--- config.mk ---
export PLATFORM = sky130hd
export DESIGN_NAME = fifo_wr_arbiter
export DESIGN_NICKNAME = d
export VERILOG_FILES = /design/src/rtl/fifo_arb_pkg.sv /design/src/rtl/rr_pick.sv /design/src/rtl/fifo_wr_arbiter.sv
export SDC_FILE = /design/constraint.sdc
export NUM_CORES = 1
export LEC_CHECK = 0
export CORE_MARGIN = 8
export CORE_UTILIZATION = 34
export DETAILED_ROUTE_END_ITERATION = 8
export PLACE_DENSITY_LB_ADDON = 0.3
export SYNTH_ARGS = -nofsm -noshare
export SYNTH_HDL_FRONTEND = slang
export SYNTH_HIERARCHICAL = 1
export SYNTH_SLANG_ARGS = --single-unit
--- constraint.sdc ---
create_clock -name clk -period 1.7 [get_ports clk]
set_clock_uncertainty 0.15 [all_clocks]
set_input_delay 0.34 -clock clk [delete_from_list [all_inputs] [get_ports clk]]
set_output_delay 0.34 -clock clk [all_outputs]
set_load 0.01 [all_outputs]
--- src/rtl/fifo_arb_pkg.sv ---
// Shared types, default widths and helpers for the FIFO write-side arbiter
// and its round-robin picker.
package fifo_arb_pkg;

  typedef enum logic {
    IDLE  = 1'b0,
    BURST = 1'b1
  } arb_state_e;

  localparam int unsigned DEF_DW     = 8;
  localparam int unsigned FIFO_DEPTH = 16;
  localparam int unsigned BEAT_CW    = 4;

  // Ceiling log2; returns 0 for v <= 1.
  function automatic int unsigned clog2(input int unsigned v);
    int unsigned r;
    r = 0;
    while ((r < 32) && ((32'd1 << r) < v)) begin
      r = r + 1;
    end
    return r;
  endfunction

endpackage

--- src/rtl/rr_pick.sv ---
// Combinational round-robin picker: returns the first set request bit found
// scanning upward from the slot after i_rr_last, wrapping modulo N.
module rr_pick #(
  parameter int unsigned N  = 4,
  parameter int unsigned IW = 2
) (
  input  logic [N-1:0]  i_req,
  input  logic [IW-1:0] i_rr_last,
  output logic          o_any_req,
  output logic [IW-1:0] o_idx
);

  assign o_any_req = |i_req;

  always_comb begin
    logic          found;
    int unsigned   cand;
    logic [IW-1:0] w_cand_idx;
    found      = 1'b0;
    cand       = 0;
    w_cand_idx = '0;
    o_idx      = '0;
    for (int unsigned k = 1; k <= N; k++) begin
      cand       = (32'(i_rr_last) + k) % N;
      w_cand_idx = IW'(cand);
      if (!found && i_req[w_cand_idx]) begin
        found = 1'b1;
        o_idx = w_cand_idx;
      end
    end
  end

endmodule

--- src/rtl/fifo_wr_arbiter.sv ---
// Round-robin write-port arbiter sharing one FIFO between N_REQ producers
// with bounded bursts. Optional per-producer beat counters: FIFO_ARB_STATS_EN.
module fifo_wr_arbiter
  import fifo_arb_pkg::*;
#(
  parameter  int unsigned N_REQ     = 4,
  parameter  int unsigned DW        = DEF_DW,
  parameter  int unsigned MAX_BURST = 4,
  localparam int unsigned IW        = clog2(N_REQ)
) (
  input  logic              clk,
  input  logic              reset,
  input  logic [N_REQ-1:0]  req_valid,
  input  logic [N_REQ*DW-1:0] req_data,
  output logic [N_REQ-1:0]  req_ready,
  input  logic              fifo_full,
  output logic              fifo_wr_en,
  output logic [DW-1:0]     fifo_din,
  output logic [IW-1:0]     grant_id,
`ifdef FIFO_ARB_STATS_EN
  input  logic [IW-1:0]     stat_sel,
  output logic [15:0]       stat_count,
`endif
  output logic              busy
);

  arb_state_e         r_state;
  arb_state_e         w_state_nxt;
  logic [IW-1:0]      r_grant_id;
  logic [IW-1:0]      r_rr_last;
  logic [BEAT_CW-1:0] r_beat_cnt;
  logic [IW-1:0]      w_pick_idx;
  logic               w_any_req;
  logic               w_in_burst;
  logic               w_sel_valid;
  logic               w_xfer;
  logic               w_last_beat;
  logic               w_burst_end;
  logic [DW-1:0]      w_req_data [N_REQ];

  for (genvar gi = 0; gi < N_REQ; gi++) begin : g_unpack
    assign w_req_data[gi] = req_data[gi*DW +: DW];
  end

  rr_pick #(
    .N  (N_REQ),
    .IW (IW)
  ) u_rr_pick (
    .i_req     (req_valid),
    .i_rr_last (r_rr_last),
    .o_any_req (w_any_req),
    .o_idx     (w_pick_idx)
  );

  // Transfer qualification; reset suppresses any write in its own cycle.
  assign w_in_burst  = (r_state == BURST);
  assign w_sel_valid = req_valid[r_grant_id];
  assign w_xfer      = w_in_burst & w_sel_valid & ~fifo_full & ~reset;
  assign w_last_beat = (r_beat_cnt == BEAT_CW'(MAX_BURST - 1));
  assign w_burst_end = w_in_burst & (~w_sel_valid | (w_xfer & w_last_beat));

  always_ff @(posedge clk) begin
    if (reset) begin
      r_state <= IDLE;
    end else begin
      r_state <= w_state_nxt;
    end
  end

  always_comb begin
    w_state_nxt = r_state;
    case (r_state)
      IDLE:    if (w_any_req)   w_state_nxt = BURST;
      BURST:   if (w_burst_end) w_state_nxt = IDLE;
      default: w_state_nxt = IDLE;
    endcase
  end

  always_comb begin
    req_ready  = '0;
    fifo_wr_en = 1'b0;
    fifo_din   = '0;
    busy       = 1'b0;
    grant_id   = '0;
    if (!reset) begin
      grant_id = r_grant_id;
      if (w_in_burst) begin
        busy                  = 1'b1;
        req_ready[r_grant_id] = ~fifo_full;
        fifo_wr_en            = w_xfer;
        fifo_din              = w_req_data[r_grant_id];
      end
    end
  end

  // Grant, beat counter and round-robin pointer; rr_last starts at the top
  // slot so producer 0 wins the first arbitration after reset.
  always_ff @(posedge clk) begin
    if (reset) begin
      r_grant_id <= '0;
      r_beat_cnt <= '0;
      r_rr_last  <= IW'(N_REQ - 1);
    end else begin
      if ((r_state == IDLE) && w_any_req) begin
        r_grant_id <= w_pick_idx;
        r_beat_cnt <= '0;
      end
      if (w_xfer) begin
        r_beat_cnt <= r_beat_cnt + 1'b1;
      end
      if (w_burst_end) begin
        r_rr_last <= r_grant_id;
      end
    end
  end

`ifdef FIFO_ARB_STATS_EN
  logic [15:0] r_stat_cnt [N_REQ];
  logic [15:0] r_stat_count;

  // Saturating per-producer beat counters with a registered readout mux.
  always_ff @(posedge clk) begin
    if (reset) begin
      for (int i = 0; i < int'(N_REQ); i++) begin
        r_stat_cnt[i] <= '0;
      end
      r_stat_count <= '0;
    end else begin
      if (w_xfer && (r_stat_cnt[r_grant_id] != 16'hFFFF)) begin
        r_stat_cnt[r_grant_id] <= r_stat_cnt[r_grant_id] + 16'd1;
      end
      r_stat_count <= r_stat_cnt[stat_sel];
    end
  end

  assign stat_count = r_stat_count;
`endif

endmodule

# --- Word-level counts from Yosys, hierarchy flattened ---
# Index checks and enable logic that the tools add are counted.
word_totals:
  ff_bits: 9
  output_inout_bits: 16
op_classes:
  n_addsub: 5
  magnitude_cmp: 7
  n_eq_ne: 1
  muxes: 36
  bitwise_logic: 12
  reduce_logical: 10
op_table:
  columns: ["operator", "count"]
  rows:
  - ["$mux W8", 4]
  - ["$bmux W8 S2", 1]
  - ["$mux W4", 4]
  - ["$lt A2 B3 Y1 const B", 5]
  - ["$mux W1", 15]
  - ["$bmux W1 S2", 5]
  - ["$mux W2", 5]
  - ["$and A1 B1 Y1", 5]
  - ["$logic_and A1 B1 Y1", 5]
  - ["$add A2 B1 Y2 const B", 2]
  - ["$add A2 B2 Y2 const B", 2]
  - ["$add A4 B1 Y4 const B", 1]
  - ["$and A4 B4 Y4", 1]
  - ["$eq A4 B2 Y1 const B", 1]
  - ["$not A1 Y1", 4]
  - ["$reduce_or A4 Y1", 1]
  - ["$ge A3 B3 Y1 const B", 1]
  - ["$logic_not A1 Y1", 3]
  - ["$not A2 Y3", 1]
  - ["$demux W1 S2", 1]
  - ["$ge A2 B1 Y1 const B", 1]
  - ["$pmux W1 S2", 1]
  - ["$reduce_bool A2 Y1", 1]
  - ["$or A1 B1 Y1", 1]

# --- Depth between registers and ports, before layout ---
# Gate-level depths: netlist (run 1).
depth:
  word_depth: 13
  ltp_mapped: 5
  depth_no_buf: 5

# --- Modules after synthesis ---
# The synthesis (run 1) kept the hierarchy.
modules_own_cells:
  columns: ["mod", "instances", "cells_each", "area_each_um2"]
  rows:
  - ["fifo_wr_arbiter", 1, 88, 857.1]
  - ["rr_pick", 1, 14, 81.3]

# --- Worst setup path before layout (run 1) ---
# Ideal clock, no wire load.
synth_timing:
  path_type: "reg2out"
  start: "register r_grant_id[1]"
  end: "output port fifo_din[2]"
  arrival_time_ns: 1.272
  required_time_ns: 1.210
  slack_ns: -0.062
  stages_incl_launch_ff: 5
  path_cell_list: "dfxtp_1 > clkbuf_1 > clkbuf_1 > mux4_2 > nor2b_1"
synth_via:
  elab_chain_len: 6
synth_lines:
  columns: ["element", "line", "text"]
  rows:
  - ["from (decl)", "fifo_wr_arbiter.sv:29", "logic [IW-1:0] r_grant_id;"]
  - ["from (signal assigned)", "fifo_wr_arbiter.sv:105", "r_grant_id <= w_pick_idx;"]
  - ["$not A2 Y3 (implied by the code)", "fifo_wr_arbiter.sv:91", "fifo_din = w_req_data[r_grant_id];"]
  - ["$bmux W8 S2", "fifo_wr_arbiter.sv:91", null]
  - ["$mux W8 (implied by the code) (2 in series)", "fifo_wr_arbiter.sv:91", null]
  - ["$mux W8", "fifo_wr_arbiter.sv:87", "if (w_in_burst) begin"]
  - ["$mux W8", "fifo_wr_arbiter.sv:85", "if (!reset) begin"]
  - ["to (decl)", "fifo_wr_arbiter.sv:18", "output logic [DW-1:0] fifo_din,"]
# No other way between the ends. The select of a mux whose other input is x is not followed.

# --- Worst setup path in the final report (run 1) ---
layout_timing:
  start: "register r_grant_id[0]"
  end: "output port fifo_din[2]"
# The elaborated chain is that of the path after synthesis.

==> results.md, run 1 <==
* Share of layout cells above drive strength 1 at 0.462
* Run status: finished, violations left
* I/O Buffers at 54
* LEAKAGE at 0.823 nW
* Fin. Hold Viols at 0
* CP endpoint kind: primary output
* Via/cell ratio at 5.51
* RSZ-0062 raised after global routing: yes
* TritonCTS Buffers at 3
* Synth area leaders: dfxtp_1 (19%), mux4_1 (14%), nor2b_1 (10%), mux4_2 (9.6%), mux2i_1 (3.2%)
* Global route overflow at 0
* Sinks on Clock Net at 9
* Starting DRT DRC Count at 63
* Final WL at 3710 um
* Core Region at 0.00269 mm2
* Area delta synth->final at 94.5%
* Fmax at 487 MHz
* First-pass GRT wire length at 5800 um
* Total power at 0.958 mW
* Initial core utilization at 0.349
* Post-layout min period at 2.05 ns
* Max-slew headroom at 0.807
* Slowest cell on the critical path: mux4_2
* Async SR Flop Fraction at 0
* Top-area cell type share of the netlist area at 0.192
* Min setup slack post-route at -0.354 ns
* Clock root buffer: clkbuf_4
* Placed instance count at 202
* Final setup fails at 15
* Initial antenna violation count at 0
* Critical path data arrival time at 1.56 ns
* Worst path max stage delay at 0.48 ns
* Rows at 19
* DP HPWL at 2630 um
* Crit-path cells: buf_6, mux4_2, nor2b_1, buf_2
* Critical path type: register to primary output
* Register area share after synthesis at 0.192
* Die Height at 68.5 um
* Yosys cell types at 37
* I/O Pins at 55
* DRC Markers at 0
* Die Wd at 68.5 um
* Initial DRT Pass Iterations at 5
* Die footprint at 0.00470 mm2
* All-layer global routing usage at 0.164
* Worst Setup Start Kind: register
* Final Max Slew Viols at 0
* Power Density at 525 mW/mm2
* Vias in the first global route at 1213
* Sequential cell area at 190 um2
* Cell taking the most area after synthesis: dfxtp_1
* Max VDD drop at 0.429 mV
* Layout Cells excl Fill at 217
* Clk buf depth at 2
* Dpl ws at -0.697 ns
* Syn Inst Count at 102
* MaxCap Viol Count at 0
* # fillers at 206
* Number of flops mapped to enable cells by yosys at 0
* Worst Path Required at 1.21 ns
* Synth Register Bits at 9
* Post-Syn Area at 938 um2
* Clock transition at path regs at 0.07 ns
* Worst-Margin Slew at 0.288 ns
* Setup TNS at -3.33 ns
* Yosys warns at 6
* Multi-input logic area at 761 um2
* H-tree Lvls at 1
* Fin nets at 227
* Worst hold path type: input pin to register
* CP Max Fanout at 6
* Average size of a mapped cell at 9.20 um2
* Syn Nets at 142
* Routed len/inst at 17.1 um
* Largest net degree at the start of global routing at 13
* RD Place Congestion at 0.804
* Failing checks: negative setup slack
* Final Core Density at 0.680
* Final ANT Viol Nets at 0
* Diode count at 0
* Clk_lat worst skew at 0.27 ns
* Tcrit/Tclk final at 1.21
* Dominant synthesized flop cell: dfxtp_1
* Total number of vias at 1195
* CTS tree: yes
==> cell usage in the layout, fill, tap and decap left out, drive strengths merged, types with 4 or more instances in the layout <==
cell type | synthesis | routed
a21oi | 5 | 5
clkbuf | 6 | 6
nand2b | 4 | 4
inv | 6 | 6
mux4 | 9 | 9
nor2 | 8 | 8
buf | 3 | 49
dlygate4sd2 | 0 | 9
clkdlybuf4s50 | 0 | 28
dfxtp | 9 | 9
nand2 | 5 | 5
nor2b | 15 | 15
==> cells by family after synthesis <==
family,count (synthesis),synth area share
AO/OA/AOI/OAI,18,0.155
adder cells (fa/ha/maj),1,0.0133
buffers and inverters,15,0.0800
flip-flops,9,0.192
multiplexers,12,0.268
AND/OR/NAND/NOR,47,0.292
==> layer usage <==
layer,track usage,share of wire
met1,0.189,0.38
met2,0.274,0.45
met3,0.0533,0.15
met4,0.0665,0.023
met5,0,0
==> sequential cells by signal, indices dropped and copies added (netlist names) <==
name        count
r_beat_cnt      4
r_rr_last       2
r_state         1
r_grant_id      2
==> area by class of cell <==
type	instances	area share
Sequential cell	9	0.104
Inverter	6	0.0123
Clock buffer	4	0.0144
Tap cell	31	0.0212
Multi-Input combinational cell	78	0.417
Timing Repair Buffer	89	0.431
==> worst paths after layout <==
check	from	end	slack (ns)	depth (start not counted)
setup / recovery	r_grant_id[0]	fifo_din[2]	-0.35	4
hold / removal	reset	r_grant_id[0]	0.35	3
setup reg to reg	r_grant_id[0]	r_beat_cnt[3]	-0.10	4
hold reg to reg	r_beat_cnt[2]	r_beat_cnt[2]	0.38	2
==> cells in the mapped netlist (2+ instances only) <==
library cell  number
buf_6              2
a21oi_1            5
nor2b_1           15
clkbuf_1           6
or3b_2             2
nand2_1            5
nor2_1             8
mux2i_1            3
mux4_2             4
nor3b_1            2
mux4_1             5
dfxtp_1            9
nand2b_1           4
o311a_1            2
inv_1              6
nor3_1             2
and3_1             2
==> critical path: cells and delay by family, from the launching register on <==
kind                   cells  cell delay, ns
and+or+nand+nor            1            0.14
DFF                        1            0.39
buffers and inverters      2            0.27
muxes                      1            0.48
==> per-stage QoR <==
| stage | hold WS [ns] | instance area [um2] |
|---|---|---|
| 6_report | 0.353 | 1830 |
| 2_1_floorplan | 0.324 | 951 |
| 3_3_place_gp | 0.353 | 1670 |
| 5_1_grt | 0.360 | 1830 |
| 4_1_cts | 0.319 | 1760 |
| 3_5_place_dp | 0.367 | 1670 |
==> power breakdown <==
part / switching [mW] / internal (mW)
Clock: 0.0947 / 0.0911
Sequential: 0.0236 / 0.231
Combinational: 0.195 / 0.323
==> timing repair <==
action | CTS | global route
endpoints found under the setup margin | 24 | 24
endpoints found under the hold margin | 0 | 0
pin swaps | 8 | 5
cloned | 0 | 1
setup buffers | 11 | 2
resized for setup | 98 | 16
hold buffers | 0 | 0
(Power assumes the default switching activity.)
==> inputs of run 2 (changes only) <==
Settings changed: CORE_UTILIZATION 34 to 33, REMOVE_ABC_BUFFERS set to 1, SYNTH_HIERARCHICAL 1 to not set.
==> results.md, run 2 <==
* Max reg flops at 4
* Worst path max stage delay at 0.52 ns
* Largest Register: r_beat_cnt
* Final Max Slew Viols at 0
* CP top delay family: multiplexers
* Synth Register Bits at 9
* Share of layout cells above drive strength 1 at 0.451
* Sinks on Clock Net at 9
* Final ANT Viol Nets at 0
* TritonCTS Buffers at 3
* Final Core Density at 0.638
* Global route overflow at 0
* RD Place Congestion at 0.814
* Final setup fails at 17
* Rows at 19
* Clock transition at path regs at 0.07 ns
* Fin nets at 214
* Post-layout min period at 2.01 ns
* Post-Syn Area at 905 um2
* Crit-path cells: buf_6, mux4_2, nand2_2, inv_2, buf_6
* Average size of a mapped cell at 9.42 um2
* Fmax at 497 MHz
* Initial antenna violation count at 0
* CTS tree: yes
* Reg2Reg Launch Point: r_grant_id[0]
* Total number of vias at 1074
* Hold depth at 2
* Largest regs: r_beat_cnt: 4 flops, r_grant_id: 2 flops, r_rr_last: 2 flops
* Clk buf depth at 2
* Starting DRT DRC Count at 37
* Initial core utilization at 0.337
* Reg2reg setup slack at -0.21 ns
* Via/cell ratio at 5.26
* Fin. Hold Viols at 0
* Syn Inst Count at 96
* Area delta synth->final at 89.3%
* All-layer global routing usage at 0.136
* Yosys warns at 0
* First-pass GRT wire length at 4940 um
* Failing checks: negative setup slack
* Min-Delay Endpoint: r_beat_cnt[3]
* Min setup slack post-route at -0.310 ns
* Run status: finished, violations left
* Die Wd at 68.4 um
* Register area share after synthesis at 0.199
* Placed Area at 0.00160 mm2
* Hold path startpoint: r_beat_cnt[3]
* Routed len/inst at 16.3 um
* Crit path top cell by count: buf_6
* Dpl ws at -0.730 ns
* Final WL at 3320 um
* DRC Markers at 0
* Count leader, synth: nor2b_1
* Async SR Flop Fraction at 0
* I/O Pins at 55
* Yosys cell types at 39
* DP HPWL at 2570 um
* Slowest cell on the critical path: mux4_2
* Core Region at 0.00269 mm2
* RSZ-0062 raised after global routing: yes
* Largest net degree at the start of global routing at 12
* Worst r2r path cells at 6
* CP Max Fanout at 5
* CP endpoint kind: primary output
* Critical path data arrival time at 1.52 ns
* Cell taking the most area after synthesis: dfxtp_1
* Commonest cells in the netlist: nor2b_1 (10), dfxtp_1 (9), nor2_1 (9)
* Clock root buffer: clkbuf_4
* Worst-Margin Slew at 0.375 ns
* Clk_lat worst skew at 0.27 ns
* Vias in the first global route at 1079
* Top-area cell type share of the netlist area at 0.199
* Worst hold path type: register to register
* Number of flops mapped to enable cells by yosys at 0
* Critical path type: register to primary output
* I/O Buffers at 54
* H-tree Lvls at 1
* Power Density at 606 mW/mm2
* Commonest cells after routing, fill and taps aside: clkdlybuf4s50_1 (35), buf_4 (22), buf_6 (10), mux4_2 (9), buf_2 (8)
* Diode count at 0
* Max-slew headroom at 0.747
* Total power at 1.04 mW
* Initial DRT Pass Iterations at 4
* Design area at 0.00171 mm2
* Synth area leaders: dfxtp_1 (20%), mux4_1 (15%), mux4_2 (10%), nor2b_1 (6.9%), nor2_1 (3.7%)
* Die footprint at 0.00467 mm2
* Commonest non-fill, non-tap cell in the layout: clkdlybuf4s50_1
* Worst Path Required at 1.21 ns
* Die Height at 68.4 um
* Tcrit/Tclk final at 1.18
* Worst Setup Start Kind: register
* Worst r2r dst: r_rr_last[0]
* MaxCap Viol Count at 0
* Max VDD drop at 0.464 mV
* LEAKAGE at 0.749 nW
* Buf/Inv on CP at 3
* Dominant synthesized flop cell: dfxtp_1
==> run 2: cell types whose count changed in the layout (fill, tap and decap cells not counted), moves of 3 or more <==
| cell | previous run | this run |
|---|---|---|
| buf_4 | 28 | 22 |
| nor2b_1 | 12 | 6 |
| inv_1 | 5 | 2 |
| a21oi_1 | 4 | 1 |
| nor2_2 | 0 | 3 |
| buf_2 | 11 | 8 |
| clkdlybuf4s50_1 | 28 | 35 |
| dlygate4sd2_1 | 9 | 1 |
| o21ai_0 | 0 | 3 |
==> run 2: layout make-up <==
cell class / count / area, um2
clock buffer: 4 / 26.3
fill: 205 / 973
inverter: 3 / 11.3
multi-input combinational: 76 / 722
sequential: 9 / 186
tap: 31 / 38.8
timing repair buffer: 81 / 728
==> run 2: worst max-delay path by stage <==
stage	start	endpoint	cells after the start	slack, ns
finish	r_grant_id[0]	fifo_wr_en	5	-0.31
global placement	req_valid[0]	fifo_wr_en	5	-0.71
detailed placement	req_valid[0]	fifo_wr_en	5	-0.73
CTS	r_grant_id[0]	fifo_din[7]	4	-0.32
global route	r_grant_id[0]	fifo_din[7]	4	-0.37
floorplan	r_grant_id[0]	r_rr_last[0]	4	-0.30
==> run 2: stage by stage <==
stage	hold slack (ns)	setup TNS, ns	std cells
floorplan	0.259	-2.98	88
global placement	0.365	-13.20	194
detailed placement	0.367	-13.84	194
CTS	0.394	-3.55	203
global route	0.434	-4.33	204
finish	0.407	-3.41	204
==> run 2: power by group <==
group	internal [mW]	switching, mW
registers	0.235	0.0249
logic	0.375	0.225
clock network	0.0910	0.0873
total	0.701	0.337
==> run 2: per-layer routing <==
layer  GRT usage  vias up  wire, um
li1            -      514         -
met1       0.151      498      1320
met2       0.237       56      1560
met3      0.0426        6       387
met4      0.0537        0        48
met5           0        -         0
==> run 2: logic make-up after synthesis <==
group                      share of synthesized area
buffers and inverters                         0.0581
adders and majority gates                     0.0138
and+or+nand+nor                                0.286
xor gates and xnor gates                     0.00968
DFF                                            0.199
muxes                                          0.290
AOI/OAI and AO/OA                              0.142
==> run 2: timing repair <==
action                     in CTS  in global routing
hold buffers                    0                  0
buffers inserted                5                  2
setup endpoints to repair      24                 23
resized for setup              84                 22
pin swaps                       6                  3
==> run 2: tightest hold or removal path, delay by kind of cell, from the launching register on <==
kind           cells  cell delay (ns)
flip-flops         1             0.34
AO/OA/AOI/OAI      2             0.16
